$ cat src/rtl/rv32i_types.sv
// Shared RV32I datapath types used by the fetch queue and downstream decode.
package rv32i_types;

    typedef logic [31:0] rv32i_word;

    typedef struct packed {
        rv32i_word pc;
        rv32i_word instr;
    } fetch_entry_t;

endpackage

$ cat src/rtl/fq_ptr.sv
// Wrap-bit FIFO pointer: index bits plus one extra bit that toggles on each lap.
module fq_ptr #(
    parameter int DEPTH = 4
) (
    input  logic                     clk,
    input  logic                     rst_n,
    input  logic                     clr,
    input  logic                     inc,
    output logic [$clog2(DEPTH):0]   ptr
);

    // DEPTH is a power of two, so natural overflow of the extra bit is the wrap.
    always_ff @(posedge clk) begin
        if (!rst_n) begin
            ptr <= '0;
        end else if (clr) begin
            ptr <= '0;
        end else if (inc) begin
            ptr <= ptr + 1'b1;
        end
    end

endmodule

$ cat src/rtl/fetch_queue.sv
// Circular fetch-to-decode instruction queue with flush.
// Optional same-cycle empty-queue bypass enabled by macro FETCH_QUEUE_BYPASS_EN.
module fetch_queue
    import rv32i_types::*;
#(
    parameter int DEPTH = 4
) (
    input  logic                     clk,
    input  logic                     rst_n,
    input  logic                     flush,
    input  logic                     enq_valid,
    output logic                     enq_ready,
    input  rv32i_word                enq_pc,
    input  rv32i_word                enq_instr,
    output logic                     deq_valid,
    input  logic                     deq_ready,
    output rv32i_word                deq_pc,
    output rv32i_word                deq_instr,
    output logic [$clog2(DEPTH):0]   count
);

    localparam int AW = $clog2(DEPTH);

    fetch_entry_t     mem [DEPTH];
    logic [AW:0]      head;
    logic [AW:0]      tail;
    logic             empty;
    logic             full;
    logic             enq_fire;
    logic             deq_fire;
    fetch_entry_t     head_entry;

    assign empty      = (head == tail);
    assign full       = (head[AW-1:0] == tail[AW-1:0]) && (head[AW] != tail[AW]);
    assign enq_ready  = !full;
    assign count      = tail - head;
    assign head_entry = mem[head[AW-1:0]];

`ifdef FETCH_QUEUE_BYPASS_EN
    logic bypass;

    // An empty queue forwards the incoming entry straight to decode; if decode
    // takes it, it never touches storage.
    always_comb begin
        bypass    = empty && enq_valid && !flush;
        deq_valid = (!empty && !flush) || bypass;
        deq_pc    = head_entry.pc;
        deq_instr = head_entry.instr;
        if (bypass) begin
            deq_pc    = enq_pc;
            deq_instr = enq_instr;
        end
        enq_fire  = enq_valid && enq_ready && !flush && !(bypass && deq_ready);
        deq_fire  = deq_valid && deq_ready && !flush && !empty;
    end
`else
    always_comb begin
        deq_valid = !empty && !flush;
        deq_pc    = head_entry.pc;
        deq_instr = head_entry.instr;
        enq_fire  = enq_valid && enq_ready && !flush;
        deq_fire  = deq_valid && deq_ready;
    end
`endif

    always_ff @(posedge clk) begin
        if (!rst_n) begin
            for (int i = 0; i < DEPTH; i++) begin
                mem[i] <= '0;
            end
        end else if (enq_fire) begin
            mem[tail[AW-1:0]] <= '{pc: enq_pc, instr: enq_instr};
        end
    end

    fq_ptr #(.DEPTH(DEPTH)) u_head_ptr (
        .clk   (clk),
        .rst_n (rst_n),
        .clr   (flush),
        .inc   (deq_fire),
        .ptr   (head)
    );

    fq_ptr #(.DEPTH(DEPTH)) u_tail_ptr (
        .clk   (clk),
        .rst_n (rst_n),
        .clr   (flush),
        .inc   (enq_fire),
        .ptr   (tail)
    );

endmodule

$ cat config.mk
export PLATFORM = sky130hd
export DESIGN_NAME = fetch_queue
export DESIGN_NICKNAME = d
export VERILOG_FILES = /design/src/rtl/rv32i_types.sv /design/src/rtl/fq_ptr.sv /design/src/rtl/fetch_queue.sv
export SDC_FILE = /design/constraint.sdc
export NUM_CORES = 1
export LEC_CHECK = 0
export CAP_MARGIN = 0
export CORE_UTILIZATION = 26
export CTS_CLUSTER_SIZE = 28
export DETAILED_ROUTE_END_ITERATION = 8
export SLEW_MARGIN = 20
export SYNTH_ARGS = -nofsm -noshare
export SYNTH_HDL_FRONTEND = slang
export SYNTH_SLANG_ARGS = --single-unit
$ cat constraint.sdc
create_clock -name clk -period 10.6 [get_ports clk]
set_input_delay 1.59 -clock clk [delete_from_list [all_inputs] [get_ports clk]]
set_output_delay 1.59 -clock clk [all_outputs]
set_load 0.01 [all_outputs]
==> flow_summary.toml <==
[drt]
drtIter0Drc = 335
vias = 6583
routed_via_density = 4.559
ant_nets = 0
post-route-drc-count = 0
wirelength_um = 27770
firstDrtPassIters = 4
wl_per_cell_um = 19.23

[hold_path]
hold_path_class = "register to register"

[logic_synthesis]
synth_area_leader_cell = "edfxtp_1"
synth_compound_area_frac = 0.01092
synth-xor-area-share = 0.001560
ys_ff_latch = 264
syn_nets = 830
synthMuxAreaShare = 0.1337
netlist_instances = 756
synth_cell_types = 29
syn_area_per_cell_um2 = 14.85
synth-seq-area-share = 0.6990
synth_warnings = 0
yosys.area_share.simple = 0.1166
yosys.area_share.adder = 0.006241
synth_top_family_by_area = "multiplexers"
synth.top_cell.area_share = 0.6847
yosys-top-cells-area = "edfxtp_1, mux4_2, nor2_1, nand2_1, dfxtp_1"
syn_area_um2 = 11230

[power]
comb_power_share = 0.077
p_leak_nw = 4.806
vdd_ir_drop_max_mv = 0.08403
seqPwrFrac = 0.504
p_int_mw = 1.870
p_sw_frac = 0.2173
power.density_nw_per_um2 = 170.1
power_frac_clock = 0.419
p_sw_mw = 0.5192
total_power_mw = 2.389

[timing]
max_slew_margin = 0.2851
fin_skew_ns = 0.01315
fin_ws_ns = 5.736
period_share = 0.4589
drv_slew = 0
hold_violations = 0
hold_ws_ns = 0.4873
fmax_mhz = 205.6
rsz0062_at_grt = "false"
finalSetupViolCount = 0
tightest_slew_ns = 1.072
fin_tns_setup_ns = 0
final.min_clock_period_ns = 4.864

[place]
dp_slack_ns = 6.031
place_area_um2 = 13110
io_buffers = 137
finalWeightedCongestion = 0.7041
dp_cells = 1392
post-dp-hpwl_um = 14760

[cts]
worst_skew_pair.late_latency_ns = 0.55
path_clk_slew_ns = 0.06
cts-root-buf = "clkbuf_16"
postCtsSetupBuffers = 0
cts_hold_buf = 0
max-clock-path-buffers = 3
ctsResizeCount = 0
cts_buffers = 29
cts_tree = "done"
htreeDepth = 1
clkSinkCount = 264

[global_route]
grt_max_degree = 70
grt_pass1_vias = 6980
antenna_found_initial = 1
grt-ovfl-total = 0
grt.total_usage = 0.1265
grt_pass1_wl_um = 42050

[status]
status = "completed"

[job]
drv_cap = 0

[die]
initial_core_util = 0.2659
dieWidth_um = 209.8
die_height_um = 209.8
ioPinCount = 138
core_area_um2 = 42230
std_cell_rows = 75
dieArea_um2 = 44020

[critical_path]
crit_path_start_kind = "register"
critPathKind = "register to primary output"
cp_max_fo = 40
worst_ep_arrival_time_ns = 3.27
required_ns = 9.01
cp-end-kind = "primary output"

[finish]
area_growth_pct = 25.08
drive_gt1_frac = 0.1414
postLayoutCoreUtil = 0.3325
diodes = 0
design_area_um2 = 14040
final_cell_count_no_fill = 1444
fillers = 4144
fin_nets = 958
area by class of cell:
cell class | instances | area (um^2) | area share
flip-flops and latches | 264 | 7855 | 0.5594
multi-input cells | 431 | 3083 | 0.2195
repair buffers | 149 | 1459 | 0.1039
clock buffers | 33 | 740.7 | 0.05275
well taps | 539 | 674.4 | 0.04803
clock inverters | 19 | 196.4 | 0.01399
inverters | 9 | 33.78 | 0.002406
worst paths after layout:
check | from | end | slack [ns] | depth (start not counted)
max | register | deq_instr[3] | 5.74 | 3
min | u_head_ptr.ptr[2] | u_head_ptr.ptr[2] | 0.49 | 2
max reg2reg | u_tail_ptr.ptr[0] | mem[3][24] | 7.68 | 6
min reg2reg | u_head_ptr.ptr[2] | u_head_ptr.ptr[2] | 0.49 | 2
power by group through the flow:
| stage | registers (mW) | logic (mW) | clock network (mW) |
|---|---|---|---|
| final | 1.20 | 0.183 | 1.00 |
| after global routing | 1.21 | 0.198 | 1.07 |
| after CTS | 1.20 | 0.189 | 1.03 |
| after detailed placement | 1.23 | 0.188 | 0 |
| after global placement | 1.22 | 0.187 | 0 |
| after floorplan | 1.22 | 0.0897 | 0 |
routing by layer:
metal	vias up	share of wire	GRT usage	wire (um)
met5	-	0.00061	0	17
met4	2	0.014	0.02920	400
met3	34	0.064	0.02409	1775
met2	198	0.49	0.2155	13640
met1	3365	0.43	0.1663	11940
li1	2984	-	-	-
kinds of logic (layout without fill, tap and decap cells):
family,Yosys count,in the layout
AOI/OAI and AO/OA,12,12
xor gates and xnor gates,2,2
adders and majority gates,5,5
buffers and inverters,61,210
DFF,264,264
muxes,70,70
and+or+nand+nor,342,342
state kept, by name (all words and copies together) (netlist names), named ones only:
signal          cells
mem               256
u_tail_ptr.ptr      3
u_head_ptr.ptr      3
Yosys cell counts:
master,number
nand3b_1,1
o211ai_1,3
or2_2,1
fa_1,1
nand2b_1,2
buf_2,13
clkbuf_2,1
a311oi_4,1
xnor2_1,2
dfxtp_1,8
nor3_1,1
mux2i_1,6
o21a_1,1
ha_1,4
nor2b_1,2
buf_1,6
inv_1,9
buf_6,5
edfxtp_1,256
nor2_1,256
o2111ai_1,1
clkbuf_1,7
nand2_1,77
a31oi_1,2
nor3b_1,2
buf_4,20
o31ai_1,1
mux4_2,64
o211ai_2,3
critical path, stage by stage (launching register included):
cell and delay [ns]:
dfxtp_4 0.75, buf_4 0.82, mux4_2 0.59, clkdlybuf4s50_1 0.55
cell usage in the layout, fill, tap and decap left out, types with 2 or more instances in the layout:
master / instances
a31oi_1: 2
buf_4: 13
bufinv_16: 4
clkbuf_1: 4
clkbuf_16: 29
clkdlybuf4s50_1: 136
clkinv_1: 8
clkinv_2: 4
clkinv_4: 2
dfxtp_1: 6
dfxtp_4: 2
edfxtp_1: 256
ha_1: 4
inv_1: 9
mux2i_1: 6
mux4_2: 64
nand2_1: 74
nand2_4: 3
nand2b_1: 2
nor2_1: 256
nor2b_1: 2
nor3b_1: 2
o211ai_1: 3
o211ai_4: 3
xnor2_1: 2
(Power assumes the default switching activity.)
